<file path="src/rtl/bpsk_transceiver.sv">
// BPSK modem: TX emits +/-carrier per bit, 1-cycle accept latency, tx_ready only when idle; RX correlates one frame after rx_sync.
// Optional feature macro PARITY_EN: TX appends an even-parity bit, RX checks it and reports rx_err.
module bpsk_transceiver #(
  parameter int FRAME_W = 8,
  parameter int SPB     = 16,
  parameter int SIG_W   = 12
) (
  input  logic                    clk,
  input  logic                    arst,
  input  logic                    en,
  input  logic [FRAME_W-1:0]      tx_data,
  input  logic                    tx_valid,
  output logic                    tx_ready,
  output logic signed [SIG_W-1:0] signal_out,
  output logic                    done,
  input  logic signed [SIG_W-1:0] signal_in,
  input  logic                    rx_sync,
  output logic [FRAME_W-1:0]      rx_data,
  output logic                    rx_valid,
  output logic                    rx_err
);
`ifdef PARITY_EN
  localparam int FL = FRAME_W + 1;
`else
  localparam int FL = FRAME_W;
`endif
  localparam int KW    = $clog2(SPB);
  localparam int BW    = (FL > 1) ? $clog2(FL) : 1;
  localparam int IW    = KW + BW;
  localparam int ACC_W = 2 * SIG_W + KW;
  localparam int AMP   = 2 ** (SIG_W - 1) - 1;
  localparam logic [IW-1:0] LAST = IW'(FL * SPB - 1);

  function automatic logic signed [SIG_W-1:0] carrier(input int k);
    real ph;
    ph = 2.0 * 3.14159265358979323846 * real'(k) / real'(SPB);
    return SIG_W'(int'(real'(AMP) * $sin(ph)));
  endfunction

  logic signed [SIG_W-1:0] ref_tab [SPB];
  for (genvar g = 0; g < SPB; g++) begin : g_ref
    localparam logic signed [SIG_W-1:0] REF_G = carrier(g);
    assign ref_tab[g] = REF_G;
  end

  function automatic logic signed [SIG_W-1:0] mod_sample(input logic [FL-1:0] f, input logic [IW-1:0] i);
    logic signed [SIG_W-1:0] r;
    r = ref_tab[i[KW-1:0]];
    return f[i[IW-1:KW]] ? r : -r;
  endfunction

  typedef enum logic {TX_IDLE, TX_SEND} tx_state_e;
  typedef enum logic {RX_IDLE, RX_RECV} rx_state_e;

  tx_state_e               tx_state_q, tx_state_d;
  logic [FL-1:0]           tx_frame_q, tx_frame_d, tx_load;
  logic [IW-1:0]           tx_idx_q, tx_idx_d, tx_idx_inc;
  logic signed [SIG_W-1:0] sig_q, sig_d;
  logic                    done_q, done_d, run_q;

`ifdef PARITY_EN
  assign tx_load = {^tx_data, tx_data};
`else
  assign tx_load = tx_data;
`endif
  assign tx_idx_inc = tx_idx_q + IW'(1);
  // run_q keeps tx_ready low while reset is held and for the first edge after release
  assign tx_ready   = run_q && en && (tx_state_q == TX_IDLE);
  assign signal_out = sig_q;
  assign done       = done_q;

  always_comb begin
    tx_state_d = tx_state_q;
    tx_frame_d = tx_frame_q;
    tx_idx_d   = tx_idx_q;
    sig_d      = '0;
    done_d     = 1'b0;
    if (!en) begin
      tx_state_d = TX_IDLE;
    end else if (tx_state_q == TX_IDLE) begin
      if (tx_valid && run_q) begin
        tx_state_d = TX_SEND;
        tx_frame_d = tx_load;
        tx_idx_d   = '0;
        sig_d      = mod_sample(tx_load, '0);
      end
    end else if (tx_idx_q == LAST) begin
      tx_state_d = TX_IDLE;
      done_d     = 1'b1;
    end else begin
      tx_idx_d = tx_idx_inc;
      sig_d    = mod_sample(tx_frame_q, tx_idx_inc);
    end
  end

  rx_state_e               rx_state_q, rx_state_d;
  logic [IW-1:0]           rx_idx_q, rx_idx_d, rx_idx_cur;
  logic signed [ACC_W-1:0] acc_q, acc_d, acc_base, acc_sum;
  logic signed [2*SIG_W-1:0] prod;
  logic [FL-1:0]           rx_sh_q, rx_sh_d, rx_word;
  logic [FRAME_W-1:0]      rx_data_q, rx_data_d;
  logic                    rx_valid_q, rx_valid_d, rx_bit, rx_active;
`ifdef PARITY_EN
  logic                    rx_err_q, rx_err_d;
  assign rx_err = rx_err_q;
`else
  assign rx_err = 1'b0;
`endif
  assign rx_data  = rx_data_q;
  assign rx_valid = rx_valid_q;

  always_comb begin
    rx_active  = en && ((rx_state_q == RX_RECV) || rx_sync);
    rx_idx_cur = (rx_state_q == RX_RECV) ? rx_idx_q : '0;
    prod       = (2*SIG_W)'(signal_in) * (2*SIG_W)'(ref_tab[rx_idx_cur[KW-1:0]]);
    acc_base   = (rx_idx_cur[KW-1:0] == '0) ? '0 : acc_q;
    acc_sum    = acc_base + ACC_W'(prod);
    rx_bit     = !acc_sum[ACC_W-1] && (acc_sum != '0);
    rx_word    = (rx_sh_q >> 1) | (FL'(rx_bit) << (FL - 1));
    rx_state_d = rx_state_q;
    rx_idx_d   = rx_idx_q;
    acc_d      = acc_q;
    rx_sh_d    = rx_sh_q;
    rx_data_d  = rx_data_q;
    rx_valid_d = 1'b0;
`ifdef PARITY_EN
    rx_err_d   = rx_err_q;
`endif
    if (!en) begin
      rx_state_d = RX_IDLE;
    end else if (rx_active) begin
      rx_state_d = RX_RECV;
      rx_idx_d   = rx_idx_cur + IW'(1);
      acc_d      = acc_sum;
      if (rx_idx_cur[KW-1:0] == KW'(SPB - 1)) rx_sh_d = rx_word;
      if (rx_idx_cur == LAST) begin
        rx_state_d = RX_IDLE;
        rx_data_d  = rx_word[FRAME_W-1:0];
        rx_valid_d = 1'b1;
`ifdef PARITY_EN
        rx_err_d   = ^rx_word;
`endif
      end
    end
  end

  always_ff @(posedge clk or negedge arst) begin
    if (!arst) begin
      tx_state_q <= TX_IDLE;
      tx_frame_q <= '0;
      tx_idx_q   <= '0;
      sig_q      <= '0;
      done_q     <= 1'b0;
      run_q      <= 1'b0;
      rx_state_q <= RX_IDLE;
      rx_idx_q   <= '0;
      acc_q      <= '0;
      rx_sh_q    <= '0;
      rx_data_q  <= '0;
      rx_valid_q <= 1'b0;
`ifdef PARITY_EN
      rx_err_q   <= 1'b0;
`endif
    end else begin
      tx_state_q <= tx_state_d;
      tx_frame_q <= tx_frame_d;
      tx_idx_q   <= tx_idx_d;
      sig_q      <= sig_d;
      done_q     <= done_d;
      run_q      <= 1'b1;
      rx_state_q <= rx_state_d;
      rx_idx_q   <= rx_idx_d;
      acc_q      <= acc_d;
      rx_sh_q    <= rx_sh_d;
      rx_data_q  <= rx_data_d;
      rx_valid_q <= rx_valid_d;
`ifdef PARITY_EN
      rx_err_q   <= rx_err_d;
`endif
    end
  end
endmodule

</file>
<file path="config.mk">
export PLATFORM = sky130hd
export DESIGN_NAME = bpsk_transceiver
export DESIGN_NICKNAME = d
export VERILOG_FILES = /design/src/rtl/bpsk_transceiver.sv
export SDC_FILE = /design/constraint.sdc
export NUM_CORES = 1
export LEC_CHECK = 0
export ABC_AREA = 0
export BUFFER_PORTS_ARGS = -buffer_cell sky130_fd_sc_hd__buf_2
export CELL_PAD_IN_SITES_DETAIL_PLACEMENT = 1
export CELL_PAD_IN_SITES_GLOBAL_PLACEMENT = 1
export CORE_MARGIN = 3
export CORE_UTILIZATION = 36
export DETAILED_ROUTE_END_ITERATION = 10
export PLACE_DENSITY_LB_ADDON = 0.08
export SYNTH_ARGS = -nofsm -noshare
export SYNTH_HDL_FRONTEND = slang
export SYNTH_SLANG_ARGS = --single-unit
</file>
<file path="constraint.sdc">
create_clock -name clk -period 10.4 [get_ports clk]
set_input_delay 0.52 -clock clk [delete_from_list [all_inputs] [get_ports clk]]
set_output_delay 0.52 -clock clk [all_outputs]
set_load 0.005 [all_outputs]
</file>
== Word-level counts from Yosys, hierarchy flattened ==
Memory sizes are Yosys's and may differ from the RTL's.
Index checks and enable logic that the tools add are counted.

* Register bits: 83
* Memory bits (read-only): 384
* Input port bits: 25
* Output and inout port bits: 24
* Word-level logic and storage cells: 74
* Memories kept: 2

{| class="wikitable"
|+ Memories
! memory !! depth !! bits a word !! read ports !! clocked after memory_dff !! write ports !! line !! text
|-
| (no name shown) || 16 || 12 || 1 || 0 || 0 || 115 || <nowiki>prod = (2*SIG_W)'(signal_in) * (2*SIG_W)'(ref_tab[rx_idx_cur[KW-1:0]]);</nowiki>
|-
| (no name shown) || 16 || 12 || 1 || 0 || 0 || 48 || <nowiki>r = ref_tab[i[KW-1:0]];</nowiki>
|}

* $add $sub $neg: 4
* $mul: 1
* $lt $le $gt $ge: 3
* Equal/unequal tests: 5
* Mux-type cells: 28
* Bitwise operators: 4
* Reduce and logical (&&, ||, !) cells: 15

{| class="wikitable"
|+ Operator list
! operator !! count
|-
| $mux 12 || 8
|-
| $add 28x24->28 || 1
|-
| $mux 28 || 1
|-
| $mux 7 || 4
|-
| $reduce_bool 28->1 || 1
|-
| $mul 12x12->24 || 1
|-
| $add 7x1->7 const B || 2
|-
| $eq 7x7->1 const B || 2
|-
| $mux 1 || 14
|-
| $neg 12->12 || 1
|-
| $reduce_and 3->1 || 4
|-
| $ge 5x5->1 const B || 2
|-
| $not 4->5 || 2
|-
| $or 7x8->8 || 1
|-
| $logic_and 1x1->1 || 5
|-
| $eq 4x4->1 const B || 1
|-
| $logic_not 4->1 || 1
|-
| $lt 3x4->1 const B || 1
|-
| $bmux 1 s3 || 1
|-
| $ne 2x1->1 const B || 1
|-
| $ne 2x2->1 const B || 1
|-
| $reduce_and 2->1 || 1
|-
| $reduce_bool 2->1 || 1
|-
| $logic_not 1->1 || 1
|-
| other kinds (2) || 2
|}

== Longest topological paths before layout ==
* Depth after elaboration: 10
* Gate-level depth with buffers: 32
* Mapped depth without buffers: 28

== Worst setup path after synthesis ==
No wires, ideal clock.

* Path type: reg2reg
* Start point: reg rx_state_q
* End point: reg rx_sh_q[7]
* Setup time: 0.127 ns
* Arrival time: 7.438 ns
* Required time: 10.273 ns
* Path slack: 2.834 ns
* Stages on the path, launching flop included: 29
* Buffers on the path: 4
* Period minus slack after synthesis: 7.566 ns
* Cells stage by stage: dfrtp_1 -> clkbuf_1 -> clkbuf_1 -> clkbuf_1 -> and2_1 -> inv_1 -> ha_1 -> mux4_2 -> and2_1 -> clkbuf_1 -> nand2_1 -> fa_1 -> fa_1 -> inv_1 -> fa_1 -> fa_1 -> fa_1 -> inv_1 -> fa_1 -> inv_1 -> ha_1 -> a2111o_1 -> o21ai_2 -> o21ai_1 -> a211o_1 -> a21oi_1 -> xor2_1 -> and2_1 -> a21oi_1

* Cells in the longest elaborated chain, start to end: 10
* Elaborated cells on any way between the ends: 17
* Classes of those cells: add/sub: 1; mul: 1; eq/ne: 1; mux: 4; bitwise: 2; reduce/logical: 7; memory: 1

{| class="wikitable"
|+ Ends and longest elaborated chain
! element !! line !! text
|-
| from (decl) || 96 || <nowiki>rx_state_e rx_state_q, rx_state_d;</nowiki>
|-
| from (signal assigned) || 171 || <nowiki>rx_state_q <= rx_state_d;</nowiki>
|-
| $mux 7 || 114 || <nowiki>rx_idx_cur = (rx_state_q == RX_RECV) ? rx_idx_q : '0;</nowiki>
|-
| $not 4->5 (not written as such) || 115 ||
|-
| $mem_v2 16x12 || -- ||
|-
| $mux 12 (not written as such) (2 in series) || 115 ||
|-
| $mul 12x12->24 || 115 ||
|-
| $add 28x24->28 || 117 || <nowiki>acc_sum = acc_base + ACC_W'(prod);</nowiki>
|-
| $reduce_bool 28->1 or $logic_not 1->1 (tied branches) || 118 || <nowiki>rx_bit = !acc_sum[ACC_W-1] && (acc_sum != '0);</nowiki>
|-
| $logic_and 1x1->1 || 118 ||
|-
| $or 7x8->8 || 119 || <nowiki>rx_word = (rx_sh_q >> 1) | (FL'(rx_bit) << (FL - 1));</nowiki>
|-
| to (signal assigned) || 174 || <nowiki>rx_sh_q <= rx_sh_d;</nowiki>
|-
| to (decl) || 100 || <nowiki>logic [FL-1:0] rx_sh_q, rx_sh_d, rx_word;</nowiki>
|}

Parallel ways exist; a longest one is shown, timed or not. The select of a mux whose other input is x is not followed.
A chain may end at the register's enable or synchronous reset.

== Final worst setup path ==
* Start point: reg rx_idx_q[0]
* End point: reg rx_data_q[7], in the netlist rx_data[7]

* Cells in the longest elaborated chain, start to end: 10
* Elaborated cells on any way between the ends: 15
* Classes of those cells: add/sub: 1; mul: 1; eq/ne: 1; mux: 4; bitwise: 2; reduce/logical: 5; memory: 1

{| class="wikitable"
|+ Ends and longest elaborated chain
! element !! line !! text
|-
| from (decl) || 97 || <nowiki>logic [IW-1:0] rx_idx_q, rx_idx_d, rx_idx_cur;</nowiki>
|-
| from (signal assigned) || 172 || <nowiki>rx_idx_q <= rx_idx_d;</nowiki>
|-
| $mux 7 * || 114 ||
|-
| $not 4->5 (not written as such) || 115 ||
|-
| $mem_v2 16x12 || -- ||
|-
| $mux 12 (not written as such) (2 in series) || 115 ||
|-
| $mul 12x12->24 || 115 ||
|-
| $add 28x24->28 || 117 ||
|-
| $reduce_bool 28->1 or $logic_not 1->1 (tied branches) || 118 ||
|-
| $logic_and 1x1->1 || 118 ||
|-
| $or 7x8->8 || 119 ||
|-
| to (signal assigned) || 175 || <nowiki>rx_data_q <= rx_data_d;</nowiki>
|-
| to (decl) || 101 || <nowiki>logic [FRAME_W-1:0] rx_data_q, rx_data_d;</nowiki>
|}

Every way passes the cells marked *; elsewhere a longest branch is shown, timed or not. The select of a mux whose other input is x is not followed.

==> impl_metrics.py <==
metrics = {
    "setup_path": {
        "critPathMaxStageDelay_ns": 0.57,
        "reg2reg_from": "rx_idx_q[0]",
        "worst-path-buf-inv": 4,
        "path_delay_family": "adder cells",
        "crit_end": "rx_data[7]",
        "crit_top_cell": "fa_1",
        "r2r-end": "rx_data[7]",
        "critical_path_class": "register to register",
        "crit_path_start": "rx_idx_q[0]",
        "crit_path_start_kind": "register",
        "worstSetupEndpointType": "register",
        "rrSetupSlack_ns": 2.56,
        "worst_ep_required_time_ns": 10.62,
        "critPathArrivalTime_ns": 8.06,
        "rr_worst_depth": 24,
        "cp_num_cells": 24,
        "path_cells": "nand2_1 > inv_1 > ha_1 > mux4_2 > and2_1 > nand2_1 > fa_1 > fa_1 > inv_1 > fa_1 > fa_1 > fa_1 > inv_1 > fa_1 > inv_1 > ha_1 > a2111o_1 > o21ai_2 > o21ai_1 > xnor2_1 > and4_1 > nand4_1 > nor3_2 > a21oi_1",
        "cp_slowest_cell": "fa_1",
        "cp_max_fo": 9,
    },
    "floorplanning": {
        "die_h_um": 181,
        "die-area_um2": 32700,
        "core_area_um2": 29900,
        "io_pins": 49,
        "start_util_pct": 36.9,
        "chipWidth_um": 181,
        "num_rows": 63,
    },
    "yosys": {
        "synth_enable_flop_cells": 0,
        "muxShareOfSynthArea_pct": 3.41,
        "synth-xor-area-share_pct": 3.58,
        "synth_seq_area_share_pct": 18.6,
        "yosysUniqueCellTypes": 70,
        "synth_warnings": 0,
        "synth_compound_area_share_pct": 8.63,
        "synth-main-ff-cell": "dfrtp_1",
        "ys_ff_latch": 82,
        "synth.avg_cell_area_um2": 9.57,
        "synth_top_family_by_area": "adder cells",
        "syn-num-nets": 1443,
        "synthArstFlopShare_pct": 100,
        "synth-simple-area-share_pct": 15.2,
        "synth_area_um2": 11000,
        "synth_cells": 1151,
        "synth-adder-area-share_pct": 42.5,
    },
    "detailed_routing": {
        "drc_errors": 0,
        "antenna_left": 0,
        "via_count": 7854,
        "avgViaCountPerCell": 5.02,
        "first_iter_violations": 271,
        "first_pass_iters": 4,
        "routedWlPerCell_um": 18.9,
        "wl_um": 29600,
    },
    "clocking": {
        "ctsResizeCount": 0,
        "numCtsBuffers": 9,
        "worstSkewPairLatency_ns": 0.35,
        "clk_pin_slew_ns": 0.06,
        "root_buffer": "clkbuf_16",
        "clock_sinks": 82,
        "cts_tree": "done",
        "cts_hold_buf": 0,
        "cts_htree_levels": 3,
        "cts_buffer_depth": 2,
        "cts_setup_buffers": 0,
    },
    "timing": {
        "setup_tns_ns": 0,
        "drv_slew": 0,
        "slew_headroom_pct": 30.7,
        "min_period_ns": 7.84,
        "rsz0062_at_grt": "no",
        "fin_skew_ns": 0.0125,
        "finalSetupViolCount": 0,
        "timing.final.crit_share_pct": 75.3,
        "max_freq_mhz": 128,
        "worst_pin_slew_ns": 1.04,
        "hold_viol_final": 0,
    },
    "power": {
        "clockPowerShare_pct": 10.5,
        "powerDensity_nw_per_um2": 265,
        "leakage_nw": 6.03,
        "p_seq_share_pct": 13.7,
        "comb_power_share_pct": 75.8,
        "switchingPower_w": 0.00161,
        "vdd_drop_max_mv": 0.141,
        "internal_power_w": 0.00155,
        "switching_share_pct": 50.9,
    },
    "finish": {
        "post-route-util_pct": 39.9,
        "final_common_cell": "fa_1",
        "mostFrequentLayoutCells": "179 x fa_1, 178 x inv_1, 171 x nand2_1",
        "final_net_count": 1463,
        "fillCellCount": 3405,
        "drive_above_1_share_pct": 9.95,
        "antenna_cells": 0,
        "syn2layout_area_growth_pct": 8.15,
    },
    "worst_hold_path": {
        "hp-class": "input pin to async pin",
    },
    "global_route": {
        "grt_usage_pct": 18.8,
        "antenna_found_initial": 0,
        "overflow": 0,
        "grt_pass1_wl_um": 48800,
        "grt_pass1_vias": 8881,
        "grt_max_degree": 58,
    },
    "place": {
        "dp_hpwl_um": 24400,
        "gp_congestion": 0.832,
        "port_buffers": 47,
    },
    "status": {
        "outcome": "finished clean",
    },
    "flow_run": {
        "cap_violations": 0,
    },
}
-- state kept, by name (all words and copies together) (netlist names) --
register	count
acc_q	28
signal_out	12
rx_data	8
tx_frame_q	8
rx_idx_q	7
rx_sh_q	7
tx_idx_q	7
done	1
run_q	1
rx_state_q	1
rx_valid	1
tx_state_q	1
-- cells in the mapped netlist, drive strengths merged (2+ instances only) --
master / n / area (um2)
inv: 180 / 676
fa: 179 / 3580
nand2: 172 / 648
ha: 88 / 1100
dfrtp: 82 / 2050
and2: 57 / 357
o21ai: 56 / 292
nor2: 39 / 151
clkbuf: 35 / 131
a21oi: 34 / 170
xnor2: 28 / 272
mux2: 22 / 248
nand3: 22 / 115
and3: 14 / 87.6
xor2: 14 / 123
or3: 12 / 75.1
buf: 10 / 56.3
nand2b: 8 / 50.1
o21a: 8 / 60.1
a211oi: 7 / 62.6
a22o: 6 / 52.6
mux2i: 6 / 60.1
nand4: 6 / 37.5
nor3: 6 / 35.0
o31ai: 6 / 45.0
a21o: 5 / 37.5
nor2b: 4 / 25.0
o211ai: 4 / 35.0
mux4: 3 / 67.6
nor4: 3 / 18.8
o2111ai: 3 / 26.3
or2: 3 / 21.3
a211o: 2 / 17.5
a31oi: 2 / 12.5
and4: 2 / 17.5
conb: 2 / 7.51
o22ai: 2 / 12.5
o31a: 2 / 17.5
-- final cells by class --
cell class	instances	area (um2)	area share (%)
Multi-Input combinational cell	842	8100	68.0
Clock buffer	12	246	2.07
Tap cell	390	488	4.10
Timing Repair Buffer	55	298	2.50
Clock inverter	4	51.3	0.431
Inverter	181	679	5.70
Sequential cell	82	2050	17.2
-- metrics by stage --
step           cells  setup slack, ns  cell area, um2  hold slack (ns)  total power (W)
2_1_floorplan   1151             2.83           11000            0.224          0.00222
3_3_place_gp    1550             2.45           11600            0.452          0.00284
3_5_place_dp    1550             2.45           11600            0.457          0.00287
4_1_cts         1566             2.44           11900           0.0882          0.00323
5_1_grt         1566             1.92           11900           0.0885          0.00355
6_report        1566             2.56           11900           0.0846          0.00316
-- cells by family (layout without fill, tap and decap cells) --
family                   count (synthesis)  after routing
multiplexers                            31             31
other                                    2              2
AO/OA/AOI/OAI                          148            148
XOR/XNOR                                42             42
adder cells (fa/ha/maj)                267            267
flip-flops                              82             82
buffers and inverters                  227            252
AND/OR/NAND/NOR                        352            352
-- worst min-delay path by stage --
stage	startpoint	endpoint	slack (ns)	cells past startpoint
3_5_place_dp	arst	signal_out[3]	0.46	1
3_3_place_gp	acc_q[0]	acc_q[0]	0.45	2
6_report	arst	signal_out[3]	0.08	1
4_1_cts	arst	signal_out[3]	0.09	1
5_1_grt	arst	signal_out[3]	0.09	1
2_1_floorplan	arst	acc_q[0]	0.22	0
-- routing by layer --
metal	part of all wire, %	GRT usage (%)	wire (um)	vias to the layer above
met3	2.9	2.90	864	18
li1	-	-	-	3691
met1	46	25.4	13600	4059
met4	1.3	2.71	379	0
met5	0	0	0	-
met2	50	32.7	14800	86
-- power groups by stage --
stage	Sequential, W	Clock [W]	Combinational [W]
detailed placement	0.000440	0	0.00243
finish	0.000432	0.000332	0.00239
global placement	0.000438	0	0.00240
global route	0.000442	0.000359	0.00275
floorplan	0.000420	0	0.00180
CTS	0.000434	0.000342	0.00245
No activity file was read; power rests on OpenSTA's default activity.
